--- src/rtl/sccb_config_sequencer.sv ---
// SCCB master that walks a synchronous register ROM (1-cycle latency) and writes each entry as ID/reg/data.
// Build macro SCCB_ACK_CHECK_EN adds ACK sampling with three attempts per entry and a sticky nack_o.
module sccb_config_sequencer #(
    parameter int unsigned CLK_FREQ_HZ    = 100_000_000,
    parameter int unsigned SCCB_FREQ_HZ   = 100_000,
    parameter logic [7:0]  DEVICE_ADDR    = 8'h42,
    parameter int unsigned ROM_ADDR_WIDTH = 8,
    parameter int unsigned DELAY_CYCLES   = 1_000_000
) (
    input  logic                      clk_i,
    input  logic                      reset_i,
    input  logic                      start_i,
    output logic [ROM_ADDR_WIDTH-1:0] rom_addr_o,
    input  logic [15:0]               rom_data_i,
    output logic                      sioc_o,
    output logic                      siod_o,
    output logic                      siod_oe_o,
    input  logic                      siod_i,
    output logic                      busy_o,
    output logic                      done_o,
    output logic                      nack_o,
    output logic [ROM_ADDR_WIDTH-1:0] write_count_o
);
    localparam int unsigned QTR = CLK_FREQ_HZ / (4 * SCCB_FREQ_HZ);
    localparam int unsigned QW  = (QTR > 1) ? $clog2(QTR) : 1;
    localparam int unsigned DW  = (DELAY_CYCLES > 1) ? $clog2(DELAY_CYCLES) : 1;

    typedef enum logic [3:0] {
        S_IDLE, S_FETCH, S_DECODE, S_START, S_BIT, S_STOP, S_GAP, S_DELAY, S_DONE
    } state_t;

    state_t                    state_q, state_d;
    logic [QW-1:0]             qcnt_q, qcnt_d;
    logic [1:0]                phase_q, phase_d;
    logic [3:0]                bit_q, bit_d;
    logic [1:0]                byte_q, byte_d;
    logic [DW-1:0]             dly_q, dly_d;
    logic [15:0]               entry_q, entry_d;
    logic [ROM_ADDR_WIDTH-1:0] addr_q, addr_d;
    logic [ROM_ADDR_WIDTH-1:0] wcnt_q, wcnt_d;
    logic                      busy_q, busy_d, done_q, done_d, nack_q, nack_d;
    logic                      sioc_q, sioc_d, siod_q, siod_d, oe_q, oe_d;
    logic                      qtr_end, advance, count_it;
    logic [7:0]                byte_val;
`ifdef SCCB_ACK_CHECK_EN
    logic [1:0]                retry_q, retry_d;
    logic                      nak_seen_q, nak_seen_d;
`else
    wire                       unused_siod = siod_i;
`endif

    assign qtr_end = (qcnt_q == QW'(QTR - 1));

    always_comb begin
        state_d  = state_q;
        qcnt_d   = qcnt_q;
        phase_d  = phase_q;
        bit_d    = bit_q;
        byte_d   = byte_q;
        dly_d    = dly_q;
        entry_d  = entry_q;
        addr_d   = addr_q;
        wcnt_d   = wcnt_q;
        busy_d   = busy_q;
        done_d   = done_q;
        nack_d   = nack_q;
        advance  = 1'b0;
        count_it = 1'b0;
`ifdef SCCB_ACK_CHECK_EN
        retry_d    = retry_q;
        nak_seen_d = nak_seen_q;
`endif
        if (state_q == S_START || state_q == S_BIT || state_q == S_STOP || state_q == S_GAP) begin
            qcnt_d = qtr_end ? '0 : qcnt_q + 1'b1;
            if (qtr_end) phase_d = phase_q + 2'd1;
        end

        case (state_q)
            S_IDLE, S_DONE: begin
                if (start_i) begin
                    state_d = S_FETCH;
                    addr_d  = '0;
                    wcnt_d  = '0;
                    done_d  = 1'b0;
                    nack_d  = 1'b0;
                    busy_d  = 1'b1;
`ifdef SCCB_ACK_CHECK_EN
                    retry_d = 2'd0;
`endif
                end
            end
            S_FETCH: state_d = S_DECODE;
            S_DECODE: begin
                if (rom_data_i == 16'hFFFF) begin
                    state_d = S_DONE;
                    done_d  = 1'b1;
                    busy_d  = 1'b0;
                end else if (rom_data_i == 16'hFFF0) begin
                    state_d = S_DELAY;
                    dly_d   = '0;
                end else begin
                    state_d = S_START;
                    entry_d = rom_data_i;
`ifdef SCCB_ACK_CHECK_EN
                    nak_seen_d = 1'b0;
`endif
                end
            end
            S_DELAY: begin
                if (dly_q == DW'(DELAY_CYCLES - 1)) advance = 1'b1;
                else                                 dly_d   = dly_q + 1'b1;
            end
            S_START: begin
                if (qtr_end && phase_q == 2'd1) begin
                    state_d = S_BIT;
                    bit_d   = 4'd0;
                    byte_d  = 2'd0;
                end
            end
            S_BIT: begin
`ifdef SCCB_ACK_CHECK_EN
                // First clock of Q2 is the SIOC rising edge of the acknowledge slot.
                if (bit_q == 4'd8 && phase_q == 2'd2 && qcnt_q == '0 && siod_i) nak_seen_d = 1'b1;
`endif
                if (qtr_end && phase_q == 2'd3) begin
                    if (bit_q == 4'd8) begin
                        bit_d = 4'd0;
                        if (byte_q == 2'd2) state_d = S_STOP;
                        else                byte_d  = byte_q + 2'd1;
                    end else begin
                        bit_d = bit_q + 4'd1;
                    end
                end
            end
            S_STOP: if (qtr_end && phase_q == 2'd2) state_d = S_GAP;
            S_GAP: begin
                if (qtr_end && phase_q == 2'd3) begin
`ifdef SCCB_ACK_CHECK_EN
                    if (nak_seen_q) begin
                        if (retry_q == 2'd2) begin
                            nack_d  = 1'b1;
                            retry_d = 2'd0;
                            advance = 1'b1;
                        end else begin
                            retry_d = retry_q + 2'd1;
                            state_d = S_FETCH;
                        end
                    end else begin
                        retry_d  = 2'd0;
                        count_it = 1'b1;
                        advance  = 1'b1;
                    end
`else
                    count_it = 1'b1;
                    advance  = 1'b1;
`endif
                end
            end
            default: state_d = S_IDLE;
        endcase

        if (count_it) wcnt_d = wcnt_q + 1'b1;
        // The last table slot ends the run instead of wrapping back to entry 0.
        if (advance) begin
            if (&addr_q) begin
                state_d = S_DONE;
                done_d  = 1'b1;
                busy_d  = 1'b0;
            end else begin
                addr_d  = addr_q + 1'b1;
                state_d = S_FETCH;
            end
        end
        if (state_d != state_q) begin
            qcnt_d  = '0;
            phase_d = 2'd0;
        end
    end

    always_comb begin
        case (byte_d)
            2'd0:    byte_val = DEVICE_ADDR;
            2'd1:    byte_val = entry_d[15:8];
            default: byte_val = entry_d[7:0];
        endcase
        sioc_d = 1'b1;
        siod_d = 1'b1;
        oe_d   = 1'b0;
        case (state_d)
            S_START: begin
                oe_d   = 1'b1;
                siod_d = (phase_d == 2'd0);
            end
            S_BIT: begin
                sioc_d = phase_d[1];
                if (bit_d != 4'd8) begin
                    oe_d   = 1'b1;
                    siod_d = byte_val[3'd7 - bit_d[2:0]];
                end
            end
            S_STOP: begin
                sioc_d = (phase_d != 2'd0);
                if (phase_d != 2'd2) begin
                    oe_d   = 1'b1;
                    siod_d = 1'b0;
                end
            end
            default: ;
        endcase
    end

    always_ff @(posedge clk_i) begin
        if (reset_i) begin
            state_q <= S_IDLE;
            qcnt_q  <= '0;
            phase_q <= 2'd0;
            bit_q   <= 4'd0;
            byte_q  <= 2'd0;
            dly_q   <= '0;
            entry_q <= 16'h0000;
            addr_q  <= '0;
            wcnt_q  <= '0;
            busy_q  <= 1'b0;
            done_q  <= 1'b0;
            nack_q  <= 1'b0;
            sioc_q  <= 1'b1;
            siod_q  <= 1'b1;
            oe_q    <= 1'b0;
`ifdef SCCB_ACK_CHECK_EN
            retry_q    <= 2'd0;
            nak_seen_q <= 1'b0;
`endif
        end else begin
            state_q <= state_d;
            qcnt_q  <= qcnt_d;
            phase_q <= phase_d;
            bit_q   <= bit_d;
            byte_q  <= byte_d;
            dly_q   <= dly_d;
            entry_q <= entry_d;
            addr_q  <= addr_d;
            wcnt_q  <= wcnt_d;
            busy_q  <= busy_d;
            done_q  <= done_d;
            nack_q  <= nack_d;
            sioc_q  <= sioc_d;
            siod_q  <= siod_d;
            oe_q    <= oe_d;
`ifdef SCCB_ACK_CHECK_EN
            retry_q    <= retry_d;
            nak_seen_q <= nak_seen_d;
`endif
        end
    end

    assign rom_addr_o    = addr_q;
    assign write_count_o = wcnt_q;
    assign busy_o        = busy_q;
    assign done_o        = done_q;
    assign nack_o        = nack_q;
    assign sioc_o        = sioc_q;
    assign siod_o        = siod_q;
    assign siod_oe_o     = oe_q;
endmodule

--- config.mk ---
export PLATFORM = sky130hd
export DESIGN_NAME = sccb_config_sequencer
export DESIGN_NICKNAME = d
export VERILOG_FILES = /design/src/rtl/sccb_config_sequencer.sv
export SDC_FILE = /design/constraint.sdc
export NUM_CORES = 1
export LEC_CHECK = 0
export ABC_AREA = 1
export CELL_PAD_IN_SITES_DETAIL_PLACEMENT = 1
export CELL_PAD_IN_SITES_GLOBAL_PLACEMENT = 1
export CORE_MARGIN = 1.5
export CORE_UTILIZATION = 30
export CTS_BUF_LIST = sky130_fd_sc_hd__clkbuf_8
export DETAILED_ROUTE_END_ITERATION = 8
export PLACE_DENSITY_LB_ADDON = 0.12
export SYNTH_ARGS = -nofsm -noshare
export SYNTH_HDL_FRONTEND = slang
export SYNTH_SLANG_ARGS = --single-unit
--- constraint.sdc ---
create_clock -name clk_i -period 2.4 [get_ports clk_i]
set_input_delay 0.48 -clock clk_i [delete_from_list [all_inputs] [get_ports clk_i]]
set_output_delay 0.48 -clock clk_i [all_outputs]
set_load 0.005 [all_outputs]
==> results.md, run 1 <==
- Setup-failing EPs final: 0
- Hold Violations, Final: 0
- Final worst path period need: about 2300 ps
- Syn avg cell area: between 6 and 7 µm²
- RSZ-0062 raised after global routing: true
- Final max-slew violation count: 0
- Detailed Route Iter0 Violations: 170
- Library cells used by synthesis: between 40 and 50
- P&R area growth vs syn: 33.0%
- CTS tree: built
- Synth Register Bits: 77
- FMAX: 437 MHz
- Largest net degree at the start of global routing: 50
- Mapped Cells: between 700 and 800
- GRT Overall Usage: 18.3%
- DIE AREA: ~0.017 mm²
- Critical Path Source Type: input pin
- Slowest cell on crit path: clkdlybuf4s50_1
- Global-route wire length before repair: ~24 mm
- Layout cells sized above 1: between 20% and 30%
- Worst Hold Class: flip-flop to flip-flop
- Most frequent cell on the critical path: nand2_1
- Nets: 850
- Initial Utilization: a little under a third
- Slowest cell delay on critical path: between 400 and 500 ps
- Max_cap viols: 0
- Antenna viol nets, final: 0
- Clock tree buffer depth: 2
- H-tree depth: 3
- Detail Placement HPWL: 11.0 mm
- GRT busiest layer: met2
- M1 GR Usage: between 20% and 30%
- WP data arrival: around 2600 ps
- Layout Skew: around 17 ps
- Syn nets: ~730
- Root Driver: clkbuf_8
- Wire length per cell: 13.8 µm
- CP Capture Type: flip-flop
- Vias in the first global route: roughly 5000
- Cell taking the most area after synthesis: dfxtp_1
- GP Congestion: 0.804
- Placement Rows: 45
- Clock Latency Late Sink: roughly 380 ps
- Grt ovf: 0
- Die W: between 100 and 150 µm
- Crit path kind: input pin to flip-flop
- Routed via count: just under 5000
- Initial antenna violation count: 0
- Setup WS post-layout: roughly 110 ps
- Placed cells: 1014
- Ant diodes: 0
- Worst slack, placed: -381 ps
- Worst Max-Slew Pin Slew: 564 ps
- Sequential element share of the synthesized area: approximately 33%
- Syn. warnings: 0
- LEAKAGE: approximately 0.0026 µW
- Post-Syn Area: between 0.004 and 0.005 mm²
- Peak VDD IR: roughly 0.26 mV
- Share of the synthesized area in the top cell type: 32.6%
- Status: finished, final reports clean
- Worst path cell trace: clkdlybuf4s50_1, nand2_1, nor2_2, nand2_2, nor2_4, nor2_4, nor2_4, nand2_2, nand2_2, nand2_1, nand2_1, nand3_2, nor2_8, o21ai_1, nand2_1, nand2_1, nor2_2, nand2_1
- Most common cell after layout, fill and taps aside: nand2_1
- DR vias/cell: around 4.8
- Routing usage on met3: between 4 and 5%
- Final WL: 14.3 mm
- Worst-case reg-to-reg path depth: 17
- Buffers on Ports: 39
- Area contributors post-synth: dfxtp_1 33%, nand2_1 12%, inv_1 7.4%
- Pwr Density: between 400 and 500 mW/mm²
- Met2 GRT Util: between 30% and 40%
- Tcrit/Tclk final: roughly 95%
- Relative slew margins: between 60% and 70%
- Number of iterations in the first detailed-routing pass: 4
- Final cell count without fillers: approximately 1000
- CORE AREA: around 0.015 mm²
- Hold Crit Depth: 1
- Worst Path Required: about 2700 ps
- Reg clk slew, reported paths: about 90 ps
- Worst-path fanout max: 5
- TritonCTS Buffers: 9
- Detailed-route DRC error count: 0
- Sink Count: 77
- Chip Height: 129 µm
- Boundary Pins: 42
- Most frequent cells in the layout: 142 x nand2_1, 90 x inv_1, 78 x buf_4, 73 x dfxtp_1, 68 x nor2_1
## worst max-delay path, delay by kind of cell
kind	cells	cell delay [ps]
and+or+nand+nor	16	1520
buffers and inverters	1	490
AOI/OAI and AO/OA	1	80
## per-layer routing
metal | vias to the layer above | part of all wire [%] | wire (µm)
met5 | - | 0 | 0
met4 | 0 | 1.2 | 165
met3 | 14 | 2.4 | 343
met2 | 45 | 48 | 6820
met1 | 2378 | 49 | 6970
li1 | 2504 | - | -
## metrics by stage
stage,setup TNS [ps],area [µm²],power [µW],hold WS (ps),util (%)
floorplan,0,4730,1760,447,-
global placement,-4920,5890,2040,457,38.5
detailed placement,-6730,5890,2070,480,38.5
CTS,0,6100,3170,494,39.8
global route,-149,6290,3320,519,41.1
finish,0,6290,3130,487,41.1
## worst paths after layout
kind	start	end	slack (ps)
min reg2reg	rom_addr_o[0]	rom_addr_o[0]	490
min	rom_addr_o[0]	rom_addr_o[0]	490
max	rom_data_i[11]	siod_o	110
max reg2reg	qcnt_q[1]	siod_o	150
## cells in the mapped netlist
| cell type | instances |
|---|---|
| a2111oi_0 | 3 |
| a211oi_1 | 4 |
| a211oi_2 | 2 |
| a21oi_1 | 52 |
| a221oi_1 | 1 |
| a22oi_1 | 1 |
| a311oi_1 | 2 |
| a31oi_1 | 2 |
| and3_1 | 1 |
| buf_2 | 3 |
| buf_4 | 2 |
| buf_6 | 1 |
| clkbuf_1 | 6 |
| conb_1 | 1 |
| dfxtp_1 | 77 |
| ha_1 | 12 |
| inv_1 | 93 |
| inv_2 | 10 |
| nand2_1 | 153 |
| nand2_2 | 13 |
| nand2_4 | 9 |
| nand3_1 | 59 |
| nand3_2 | 5 |
| nand3b_1 | 5 |
| nand4_1 | 11 |
| nor2_1 | 78 |
| nor2_2 | 7 |
| nor2_4 | 8 |
| nor2_8 | 2 |
| nor3_1 | 23 |
| nor3_2 | 3 |
| nor3_4 | 1 |
| nor3b_1 | 2 |
| nor3b_2 | 1 |
| nor4_1 | 5 |
| nor4_2 | 2 |
| o2111a_1 | 1 |
| o211ai_1 | 1 |
| o21ai_0 | 17 |
| o21ai_1 | 6 |
| o21ai_2 | 1 |
| o21bai_1 | 3 |
| o22ai_1 | 1 |
| xnor2_1 | 1 |
| xor2_1 | 10 |
## cell type report
class                   count  area (µm²)
clock inverters             6        68.8
well taps                 211         264
multi-input cells         509        2890
clock buffers              10         138
repair buffers            118         991
inverters                 103         389
flip-flops and latches     77        1550
fillers                  1970        9020
## cell families (layout without fill, tap and decap cells)
group / count (synthesis) / after routing / synth area share, %
fa+ha+maj: 12 / 12 / 3.18
compound gates: 97 / 97 / 11.8
simple gates: 388 / 388 / 40.8
buf+inv: 115 / 237 / 9.53
xor+xnor: 11 / 11 / 2.04
flops: 77 / 77 / 32.6
other cells: 1 / 1 / 0.0793
## power by group
group / internal (µW) / switching [µW] / total (µW)
clock network: 517 / 556 / 1070
registers: 1330 / 26.8 / 1350
logic: 309 / 399 / 707
## state kept, by name, indices dropped and copies added, names as in the netlist, 4 cells and up
register	cells
entry_q	16
rom_addr_o	8
state_q	4
qcnt_q	8
dly_q	20
bit_q	4
write_count_o	8
## repair_timing
action	4_1_cts	5_1_grt
pin swaps	1	15
endpoints found under the hold margin	0	0
gates resized for setup	0	48
setup endpoints to repair	1	19
hold buffers	0	0
gates cloned	0	0
buffers inserted	0	4
Note: power is estimated with default switching activity, not from simulation.
==> inputs of run 2 (changes only) <==
Settings changed: CAP_MARGIN set to 20, DONT_BUFFER_PORTS set to 1, PLACE_DENSITY set to 0.64, PLACE_DENSITY_LB_ADDON 0.12 to not set.
==> results.md, run 2 (synthesis results as in run 1) <==
- Nets: 758 (was 850)
- Setup-failing EPs final: 0 (unchanged)
- GP Congestion: 0.800 (was 0.804)
- Setup WS post-layout: 158 ps (was 113 ps)
- H-tree depth: 3 (unchanged)
- Reg2Reg Setup Slack: 160 ps (was 150 ps)
- CORE AREA: 0.0153 mm² (unchanged)
- Clock Latency Late Sink: 380 ps (about the same)
- Initial antenna violation count: 0 (unchanged)
- Detail Placement HPWL: 10.4 mm (was 11.0 mm)
- Global-route wire length before repair: 23.4 mm (was 24.2 mm)
- Placed cells: 918 (was 1014)
- Post-DP Area: 0.00508 mm² (was 0.00589 mm²)
- Buf+Inv Stages, Crit Path: 2 (was 1)
- Worst slack, placed: 61.5 ps (was -381 ps)
- Final max-slew violation count: 0 (unchanged)
- Die W: 129 µm (unchanged)
- Final WL: 13.8 mm (was 14.3 mm)
- P_int: 2090 µW (was 2150 µW)
- Switching share of power: 29.7% (was 31.3%)
- Worst-path fanout max: 6 (was 5)
- Worst Hold Class: input pin to flip-flop (was flip-flop to flip-flop)
- GRT Overall Usage: 17.7% (was 18.3%)
- Antenna viol nets, final: 0 (unchanged)
- Buffers on Ports: 0 (was 39)
- Peak VDD IR: 0.221 mV (was 0.264 mV)
- DIE AREA: 0.0165 mm² (unchanged)
- Detailed-route DRC error count: 0 (unchanged)
- Largest net degree at the start of global routing: 51 (was 50)
- Worst path cell trace: ha_4, nand2_2, nor2_4, nand3_4, inv_2, nand2_4, nand2_4, nor2_4, nand2_4, nand3_1, nand3_2, nor2_8, buf_4, nand3_1, nand4_1 (was clkdlybuf4s50_1, nand2_1, nor2_2, nand2_2, nor2_4, nor2_4, nor2_4, nand2_2, nand2_2, nand2_1, nand2_1, nand3_2, nor2_8, o21ai_1, nand2_1, nand2_1, nor2_2, nand2_1)
- Sink Count: 77 (unchanged)
- Crit path kind: flip-flop to flip-flop (was input pin to flip-flop)
- Clock tree buffer depth: 2 (unchanged)
- Max reg flops: 20 (unchanged)
- Slowest cell delay on critical path: 400 ps (was 490 ps)
- Layout cells sized above 1: 18.5% (was 23.9%)
- Number of iterations in the first detailed-routing pass: 6 (was 4)
- Clock power share: 36.6% (was 34.2%)
- Pwr Density: 543 mW/mm² (was 498 mW/mm²)
- Hold Path Origin: reset_i (was rom_addr_o[0])
- R2R Path Start: qcnt_q[0] (was qcnt_q[1])
- Reg clk slew, reported paths: 80 ps (was 90 ps)
- CTS tree: built (unchanged)
- Sequential Area: 0.00155 mm² (about the same)
- Largest regs: dly_q: 20 flops, entry_q: 16 flops (unchanged)
- Most frequent cell on the critical path: nand2_4 (was nand2_1)
- Wire length per cell: 14.7 µm (was 13.8 µm)
- Routed via count: 4579 (was 4941)
- Slowest cell on crit path: dfxtp_1 (was clkdlybuf4s50_1)
- Worst setup path start: qcnt_q[0] (was rom_data_i[11])
- Hold Violations, Final: 0 (unchanged)
- Worst Path Required: 2600 ps (was 2670 ps)
- Placement Rows: 45 (unchanged)
- Critical Path Source Type: flip-flop (was input pin)
- Final worst path period need: 2240 ps (was 2290 ps)
- Detailed Route Iter0 Violations: 146 (was 170)
- Layout Skew: 11.5 ps (was 17.1 ps)
- TritonCTS Buffers: 9 (unchanged)
- Root Driver: clkbuf_8 (unchanged)
- WP data arrival: 2440 ps (was 2560 ps)
- Max_cap viols: 0 (unchanged)
- Multi-input gate area: 0.00286 mm² (was 0.00289 mm²)
- P&R area growth vs syn: 16.0% (was 33.0%)
- Grt ovf: 0 (unchanged)
- CP Capture Type: flip-flop (unchanged)
- DR vias/cell: 4.86 (was 4.78)
- Most frequent cells in the layout: 145 x nand2_1, 93 x inv_1, 70 x nor2_1, 69 x dfxtp_1, 57 x nand3_1 (was 142 x nand2_1, 90 x inv_1, 78 x buf_4, 73 x dfxtp_1, 68 x nor2_1)
- Most flops, register: dly_q (unchanged)
- Vias in the first global route: 4798 (was 5064)
- Ant diodes: 0 (unchanged)
- Power share of the sequential group: 45.6% (was 43.2%)
- Tcrit/Tclk final: 93.4% (was 95.3%)
- Most common cell after layout, fill and taps aside: nand2_1 (unchanged)
- Boundary Pins: 42 (unchanged)
- Chip Height: 129 µm (unchanged)
- Cts-stage hold buffer count: 0 (unchanged)
- Post-route cell area: 0.00548 mm² (was 0.00629 mm²)
- CP top delay family: simple AND/OR/NAND/NOR gates (unchanged)
- Switching power: 885 µW (was 981 µW)
- Status: finished, final reports clean (unchanged)
- Final cell count without fillers: 942 (was 1034)
- Fillers: 1986 (was 1970)
- Initial Utilization: 30.9% (unchanged)
- LEAKAGE: 0.00221 µW (was 0.00259 µW)
- FMAX: 446 MHz (was 437 MHz)
- Logic pwr share: 17.8% (was 22.6%)
## run 2: changes by cell type in the layout (fill, tap and decap cells not counted), moves of 3 or more
cell,before,now
buf_4,78,25
clkdlybuf4s50_1,38,0
nand2_2,24,18
dfxtp_1,73,69
nand2_4,8,12
dfxtp_2,4,7
inv_1,90,93
nand2_1,142,145
nand3_1,54,57
nand3_2,8,5
## run 2: final cells by class
cell class / count / area share [%]
inverters: 103 / 7.10
multi-input cells: 509 / 52.2
clock inverters: 7 / 1.53
well taps: 211 / 4.81
flip-flops and latches: 77 / 28.3
repair buffers: 26 / 3.79
clock buffers: 9 / 2.26
## run 2: metrics by stage
stage	utilization, %	total power [µW]	TNS, ps	hold slack (ps)
2_1_floorplan	-	1760	0	447
3_5_place_dp	33.1	1880	0	458
4_1_cts	34.5	2980	0	146
6_report	35.8	2980	0	169
5_1_grt	35.8	3130	-40.3	164
3_3_place_gp	33.1	1860	0	450
## run 2: path summary, 6_finish.rpt
check,end,cells after the start
worst max-delay path,sioc_o,15
worst min-delay path,state_q[0],1
worst max register to register,sioc_o,15
worst min register to register,entry_q[11],2
## run 2: timing repair
| action | CTS | global route |
|---|---|---|
| gates resized for setup | 0 | 45 |
| buffers inserted | 0 | 8 |
| setup endpoints to repair | 0 | 13 |
## run 2: routing by layer
metal / GRT usage [%] / routed length, µm / vias up
li1: - / - / 2322
met1: 23.0 / 6690 / 2184
met2: 29.7 / 6490 / 59
met3: 3.08 / 398 / 14
met4: 6.21 / 227 / 0
met5: 0 / 0 / -
## run 2: power by group through the flow
stage | Sequential, µW | Clock, µW | Combinational (µW)
2_1_floorplan | 1380 | 0 | 380
3_3_place_gp | 1380 | 0 | 482
3_5_place_dp | 1380 | 0 | 500
4_1_cts | 1360 | 1130 | 503
5_1_grt | 1360 | 1170 | 596
6_report | 1360 | 1090 | 530
